$ cat config.mk
export PLATFORM = sky130hd
export DESIGN_NAME = bus_arbiter_flat
export DESIGN_NICKNAME = d
export VERILOG_FILES = /design/src/rtl/cpu_bus_pkg.sv /design/src/rtl/bus_arbiter_if.sv /design/src/rtl/bus_watchdog.sv /design/src/rtl/bus_arbiter.sv /design/src/flat_wrapper.sv
export SDC_FILE = /design/constraint.sdc
export NUM_CORES = 1
export LEC_CHECK = 0
export CORE_MARGIN = 2
export CORE_UTILIZATION = 37
export CTS_CLUSTER_DIAMETER = 60
export DETAILED_ROUTE_END_ITERATION = 8
export MAX_ROUTING_LAYER = met4
export PLACE_DENSITY = 0.86
export SYNTH_ARGS = -nofsm -noshare
export SYNTH_HDL_FRONTEND = slang
export SYNTH_SLANG_ARGS = --single-unit
export TNS_END_PERCENT = 10
$ cat constraint.sdc
create_clock -name clk -period 3.5 [get_ports clk]
set_input_delay 1.05 -clock clk [delete_from_list [all_inputs] [get_ports clk]]
set_output_delay 1.05 -clock clk [all_outputs]
set_load 0.03 [all_outputs]
$ cat src/rtl/cpu_bus_pkg.sv
// cpu_bus_pkg: shared encodings for the instruction/data bus arbiter
package cpu_bus_pkg;
  typedef enum logic [1:0] {ST_IDLE = 2'd0, ST_IF_ACC = 2'd1, ST_MEM_ACC = 2'd2} state_t;
  typedef enum logic {OWN_IF = 1'b0, OWN_MEM = 1'b1} owner_t;
  localparam logic [1:0] BUS_ERR_NONE = 2'b00;
  localparam logic [1:0] BUS_ERR_IF = 2'b01;
  localparam logic [1:0] BUS_ERR_MEM = 2'b10;
  localparam int unsigned DEFAULT_TIMEOUT = 255;
  function automatic logic [1:0] err_code(owner_t own);
    return own == OWN_MEM ? BUS_ERR_MEM : BUS_ERR_IF;
  endfunction
endpackage

$ cat src/rtl/bus_arbiter_if.sv
// bus_arbiter_if: fetch port, data port and shared memory bus around the arbiter
interface bus_arbiter_if;
  logic        if_req, if_abort, if_stall;
  logic [31:0] if_addr, if_rdata;
  logic        mem_req, mem_we, mem_stall;
  logic [31:0] mem_addr, mem_wdata, mem_rdata;
  logic [3:0]  mem_sel;
  logic        bus_req, bus_we, bus_ack;
  logic [31:0] bus_addr, bus_wdata, bus_rdata;
  logic [3:0]  bus_sel;
  logic [1:0]  bus_err;
  modport slave (
    input  if_req, if_addr, if_abort, mem_req, mem_we, mem_addr, mem_wdata, mem_sel, bus_ack, bus_rdata,
    output if_rdata, if_stall, mem_rdata, mem_stall, bus_req, bus_we, bus_addr, bus_wdata, bus_sel, bus_err
  );
  modport master (
    output if_req, if_addr, if_abort, mem_req, mem_we, mem_addr, mem_wdata, mem_sel, bus_ack, bus_rdata,
    input  if_rdata, if_stall, mem_rdata, mem_stall, bus_req, bus_we, bus_addr, bus_wdata, bus_sel, bus_err
  );
endinterface

$ cat src/rtl/bus_watchdog.sv
// bus_watchdog: counts bus cycles of the current access; flags its last live cycle and its expiry
module bus_watchdog
  import cpu_bus_pkg::*;
#(
  parameter int unsigned TIMEOUT = DEFAULT_TIMEOUT
) (
  input  logic clk,
  input  logic reset,
  input  logic clr,
  input  logic en,
  output logic near,
  output logic tmo
);
  logic [7:0] cnt_q, cnt_d;
  always_comb cnt_d = clr ? 8'd0 : en ? cnt_q + 8'd1 : cnt_q;
  assign near = cnt_q == 8'(TIMEOUT - 1);
  assign tmo = cnt_q == 8'(TIMEOUT);
  always_ff @(posedge clk) cnt_q <= !reset ? 8'd0 : cnt_d;
endmodule

$ cat src/rtl/bus_arbiter.sv
// bus_arbiter: grants one shared memory bus to fetch or data requests (data first),
// with a watchdog abort per access and dropping of fetches made stale by a PC redirect
module bus_arbiter
  import cpu_bus_pkg::*;
#(
  parameter int unsigned TIMEOUT = DEFAULT_TIMEOUT
) (
  input logic clk,
  input logic reset,
  bus_arbiter_if.slave bif
);
  state_t      state_q, state_d;
  logic        discard_q, discard_d;
  logic        bus_req_q, bus_req_d;
  logic        bus_we_q, bus_we_d;
  logic [31:0] bus_addr_q, bus_addr_d;
  logic [31:0] bus_wdata_q, bus_wdata_d;
  logic [3:0]  bus_sel_q, bus_sel_d;
  logic [1:0]  bus_err_q, bus_err_d;
  logic        idle, in_if, in_mem, acc, near, tmo, ack, done, drop, expire, want_if, want_mem;
  bus_watchdog #(.TIMEOUT(TIMEOUT)) u_wd (
    .clk(clk), .reset(reset), .clr(want_if || want_mem || done), .en(acc), .near(near), .tmo(tmo)
  );
  assign idle = state_q == ST_IDLE;
  // reset gating makes the stalls track the requests from the very first reset cycle
  assign in_if = reset && state_q == ST_IF_ACC;
  assign in_mem = reset && state_q == ST_MEM_ACC;
  assign acc = in_if || in_mem;
  assign ack = acc && bif.bus_ack && !tmo;
  assign done = ack || (acc && tmo);
  assign drop = discard_q || bif.if_abort;
  assign expire = acc && near && !bif.bus_ack;
  assign want_mem = bif.mem_req && (done ? in_if : idle);
  assign want_if = bif.if_req && (done ? in_mem : idle && !bif.mem_req);
  always_comb begin
    state_d = done ? ST_IDLE : state_q;
    discard_d = !done && (discard_q || (in_if && bif.if_abort));
    bus_req_d = bus_req_q && !done && !expire;
    bus_err_d = expire ? err_code(in_mem ? OWN_MEM : OWN_IF) : BUS_ERR_NONE;
    bus_we_d = bus_we_q;
    bus_addr_d = bus_addr_q;
    bus_wdata_d = bus_wdata_q;
    bus_sel_d = bus_sel_q;
    if (want_mem) begin
      state_d = ST_MEM_ACC;
      bus_req_d = 1'b1;
      bus_we_d = bif.mem_we;
      bus_addr_d = bif.mem_addr;
      bus_wdata_d = bif.mem_wdata;
      bus_sel_d = bif.mem_sel;
    end else if (want_if) begin
      state_d = ST_IF_ACC;
      bus_req_d = 1'b1;
      bus_we_d = 1'b0;
      bus_addr_d = bif.if_addr;
      bus_wdata_d = 32'h0;
      bus_sel_d = 4'hF;
    end
  end
  always_ff @(posedge clk) begin
    if (!reset) begin
      state_q <= ST_IDLE;
      discard_q <= 1'b0;
      bus_req_q <= 1'b0;
      bus_we_q <= 1'b0;
      bus_addr_q <= 32'h0;
      bus_wdata_q <= 32'h0;
      bus_sel_q <= 4'h0;
      bus_err_q <= BUS_ERR_NONE;
    end else begin
      state_q <= state_d;
      discard_q <= discard_d;
      bus_req_q <= bus_req_d;
      bus_we_q <= bus_we_d;
      bus_addr_q <= bus_addr_d;
      bus_wdata_q <= bus_wdata_d;
      bus_sel_q <= bus_sel_d;
      bus_err_q <= bus_err_d;
    end
  end
  assign bif.bus_req = bus_req_q && reset;
  assign bif.bus_we = bus_we_q;
  assign bif.bus_addr = bus_addr_q;
  assign bif.bus_wdata = bus_wdata_q;
  assign bif.bus_sel = bus_sel_q;
  assign bif.bus_err = reset ? bus_err_q : BUS_ERR_NONE;
  assign bif.if_stall = bif.if_req && !(in_if && done && !drop);
  assign bif.if_rdata = in_if && ack && !drop ? bif.bus_rdata : 32'h0;
  assign bif.mem_stall = bif.mem_req && !(in_mem && done);
  assign bif.mem_rdata = in_mem && ack && !bus_we_q ? bif.bus_rdata : 32'h0;
endmodule

$ cat src/flat_wrapper.sv
// flat-port wrapper written by rule: the top's interface ports become plain ports
module bus_arbiter_flat import cpu_bus_pkg::*;
#(
  parameter int unsigned TIMEOUT = DEFAULT_TIMEOUT
)
  (clk, reset, bif_if_req, bif_if_addr, bif_if_abort, bif_mem_req, bif_mem_we, bif_mem_addr, bif_mem_wdata, bif_mem_sel, bif_bus_ack, bif_bus_rdata, bif_if_rdata, bif_if_stall, bif_mem_rdata, bif_mem_stall, bif_bus_req, bif_bus_we, bif_bus_addr, bif_bus_wdata, bif_bus_sel, bif_bus_err);
  bus_arbiter_if bif_i ();
  input logic clk;
  input logic reset;
  input wire logic [$bits(bif_i.if_req)-1:0] bif_if_req;
  input wire logic [$bits(bif_i.if_addr)-1:0] bif_if_addr;
  input wire logic [$bits(bif_i.if_abort)-1:0] bif_if_abort;
  input wire logic [$bits(bif_i.mem_req)-1:0] bif_mem_req;
  input wire logic [$bits(bif_i.mem_we)-1:0] bif_mem_we;
  input wire logic [$bits(bif_i.mem_addr)-1:0] bif_mem_addr;
  input wire logic [$bits(bif_i.mem_wdata)-1:0] bif_mem_wdata;
  input wire logic [$bits(bif_i.mem_sel)-1:0] bif_mem_sel;
  input wire logic [$bits(bif_i.bus_ack)-1:0] bif_bus_ack;
  input wire logic [$bits(bif_i.bus_rdata)-1:0] bif_bus_rdata;
  output wire logic [$bits(bif_i.if_rdata)-1:0] bif_if_rdata;
  output wire logic [$bits(bif_i.if_stall)-1:0] bif_if_stall;
  output wire logic [$bits(bif_i.mem_rdata)-1:0] bif_mem_rdata;
  output wire logic [$bits(bif_i.mem_stall)-1:0] bif_mem_stall;
  output wire logic [$bits(bif_i.bus_req)-1:0] bif_bus_req;
  output wire logic [$bits(bif_i.bus_we)-1:0] bif_bus_we;
  output wire logic [$bits(bif_i.bus_addr)-1:0] bif_bus_addr;
  output wire logic [$bits(bif_i.bus_wdata)-1:0] bif_bus_wdata;
  output wire logic [$bits(bif_i.bus_sel)-1:0] bif_bus_sel;
  output wire logic [$bits(bif_i.bus_err)-1:0] bif_bus_err;
  assign bif_i.if_req = bif_if_req;
  assign bif_i.if_addr = bif_if_addr;
  assign bif_i.if_abort = bif_if_abort;
  assign bif_i.mem_req = bif_mem_req;
  assign bif_i.mem_we = bif_mem_we;
  assign bif_i.mem_addr = bif_mem_addr;
  assign bif_i.mem_wdata = bif_mem_wdata;
  assign bif_i.mem_sel = bif_mem_sel;
  assign bif_i.bus_ack = bif_bus_ack;
  assign bif_i.bus_rdata = bif_bus_rdata;
  assign bif_if_rdata = bif_i.if_rdata;
  assign bif_if_stall = bif_i.if_stall;
  assign bif_mem_rdata = bif_i.mem_rdata;
  assign bif_mem_stall = bif_i.mem_stall;
  assign bif_bus_req = bif_i.bus_req;
  assign bif_bus_we = bif_i.bus_we;
  assign bif_bus_addr = bif_i.bus_addr;
  assign bif_bus_wdata = bif_i.bus_wdata;
  assign bif_bus_sel = bif_i.bus_sel;
  assign bif_bus_err = bif_i.bus_err;
  bus_arbiter #(.TIMEOUT(TIMEOUT)) u_core (.clk(clk), .reset(reset), .bif(bif_i));
endmodule
==> out/metrics.cfg <==
[logic_synthesis]
synthAdderAreaFrac = 0.00560
synth_fp_nets = 673
syn_avg_cell_area_um2 = 8.39
synth_top_family_by_area = simple AND/OR/NAND/NOR gates
yosys_warnings = 0
yosysTopAreaCell = dfxtp_1
synthMostInstantiatedCell = dfxtp_1
synthMuxAreaShare = 0.00224
synth_area_um2 = 4470
synth_compound_area_frac = 0.262
netlist_instances = 532
synthTopCellsByCount = dfxtp_1, and2_1, clkbuf_1, nand2_1, nand4_1
yosysUniqueCellTypes = 46
synth_xor_xnor_area_share = 0.0115
synthTopCellsByArea = dfxtp_1, and2_1, o41ai_1
ys.flop_type = dfxtp_1
synth_simple_gate_area_frac = 0.278
yosys.area.top_type_share = 0.372
synth.yosys.seq_area_share = 0.372
async_flop_share = 0
synth-edff-count = 0
ys_ff_latch = 83

[clock_network]
cts_buffers = 9
postCtsHoldBufs = 0
h-tree-depth = 3
clk_pin_slew_ns = 0.06
tritoncts = yes
clockRootBuffer = clkbuf_16
insertion_delay_ns = 0.33
cts.sinks = 83
cts_max_path_buffers = 2

[setup_path]
critical_path.max_fanout = 11
crit_end = bif_mem_rdata[28]
start_kind = input pin
required_ns = 2.45
r2r-start = u_core.state_q[1]
end_kind = output pin
crit_start = reset
path_class = input pin to output pin
r2r-end = u_core.u_wd.cnt_q[7]
r2r_cells = 6
arrival_ns = 2.37
ff2ff_setup_slack_ns = 1.19

[detailed_routing]
vias = 5389
vias_per_cell = 5.74
drtPass1Iterations = 5
routed_wl_mm = 18.5
ant_nets = 0
drcViolationCount = 0
wl_per_cell_um = 19.7
initialDrtViolationCount = 538

[sta]
tightestPinTransition_ns = 0.638
setup_ws_ns = 0.0796
finalMaxSlewViolations = 0
rsz0062_at_grt = no
setup_violations = 0
period_needed_ns = 3.42
clock_skew_ns = 0.00761
maxSlewHeadroom = 0.575
hold_viol_final = 0
min_period_over_period = 0.977
max_freq_ghz = 0.292

[pwr]
p_leak_nw = 2.93
p_per_area_nw_per_um2 = 366
power.total_mw = 2.90
vdd_drop_max_mv = 0.204

[die]
die_height_um = 114
core_area_um2 = 11900
start_util = 0.375
die_area_um2 = 13000
die_w_um = 114
rows = 40
ios = 277

[finish]
nNetsFinal = 926
stdcell_count = 939
drive_above_1_share = 0.204
final_util = 0.665
area_growth_pct = 77.5

[grt]
grt_antenna_before_repair = 2
grt_pass1_vias = 5248
grt_pass1_wl_mm = 27.9
grt.overflow.total = 0
grt_usage = 0.279
grt_max_degree = 71

[min_path]
min_path_type = register to register

[job]
drv_cap = 0

[placed_design]
placed_cells = 917
hpwlAfterDp_mm = 13.1
gp_congestion = 0.972
dp_slack_ns = -0.00982
numPortBuffers = 276

[outcome]
status = finished clean

routing by layer:
layer  part of all wire  vias up  global-route usage
met4              0.044        0               0.143
met5                  0        -                   -
met1               0.38     2493               0.314
met2               0.50      332               0.475
li1                   -     2513                   -
met3              0.075       51              0.0510
report_power, final:
group          internal, mW  switching (mW)
Sequential             1.03          0.0490
Combinational         0.414           0.517
Clock                 0.517           0.374
Total                  1.96           0.940
what timing repair did:
item / in CTS / in global routing
endpoints found under the setup margin: 4 / 32
gates cloned: 2 / 0
pin swaps: 1 / 1
setup buffers: 2 / 0
gates resized for setup: 30 / 4
hold endpoints to repair: 0 / 0
worst min path at each step:
stage | from | to | slack [ns] | cells after the start
floorplan | u_core.bus_req_q | u_core.bus_req_q | 0.46 | 2
global placement | u_core.bif.bus_wdata[4] | u_core.bif.bus_wdata[4] | 0.44 | 2
detailed placement | u_core.bif.bus_wdata[8] | u_core.bif.bus_wdata[8] | 0.45 | 2
CTS | u_core.bif.bus_wdata[8] | u_core.bif.bus_wdata[8] | 0.46 | 2
global route | u_core.bif.bus_wdata[7] | u_core.bif.bus_wdata[7] | 0.48 | 2
finish | u_core.bif.bus_wdata[23] | u_core.bif.bus_wdata[23] | 0.45 | 2
cell families after synthesis:
group                      Yosys count
muxes                                1
xor gates and xnor gates             5
DFF                                 83
and+or+nand+nor                    213
adders and majority gates            2
buffers and inverters               70
AOI/OAI and AO/OA                  158
layout make-up:
type,instances,area (um^2)
Multi-Input combinational cell,379,2590
Clock buffer,12,256
Tap cell,147,184
Antenna cell,2,5.00
Sequential cell,83,1660
Inverter,6,22.5
Clock inverter,4,25.0
Fill cell,954,3990
Timing Repair Buffer,306,3180
cell usage in the layout (no fill, tap or decap), types with 7 or more instances in the layout:
master and n:
a31oi_1 34, and2_1 45, and2_4 24, buf_12 25, buf_4 67, buf_6 7, clkbuf_16 9, clkdlybuf4s50_1 205
dfxtp_1 83, nand2_1 40, nand3_1 34, nand4_1 39, o21ai_0 35, o31ai_1 34, o41ai_1 32
critical path, cell delays in order:
cell,delay (ns)
buf_4,0.15
nand3b_1,0.16
nor4b_4,0.38
bufbuf_16,0.33
and2_1,0.15
buf_6,0.14
sequential cells by signal, indices dropped and copies added, names as in the netlist:
register	flops
u_core.state_q	2
u_core.bif.bus_we	1
u_core.bus_err_q	2
u_core.u_wd.cnt_q	8
u_core.bif.bus_sel	4
u_core.discard_q	1
u_core.bif.bus_addr	32
u_core.bus_req_q	1
u_core.bif.bus_wdata	32
through the flow:
| stage | setup TNS [ns] | hold WS [ns] | area, um^2 |
|---|---|---|---|
| after floorplan | 0 | 0.463 | 4470 |
| after global placement | 0 | 0.443 | 7490 |
| after detailed placement | -0.0175 | 0.448 | 7490 |
| after CTS | 0 | 0.456 | 7910 |
| after global routing | 0 | 0.480 | 7930 |
| final | 0 | 0.454 | 7930 |
Power figures use the tool's default switching activity.
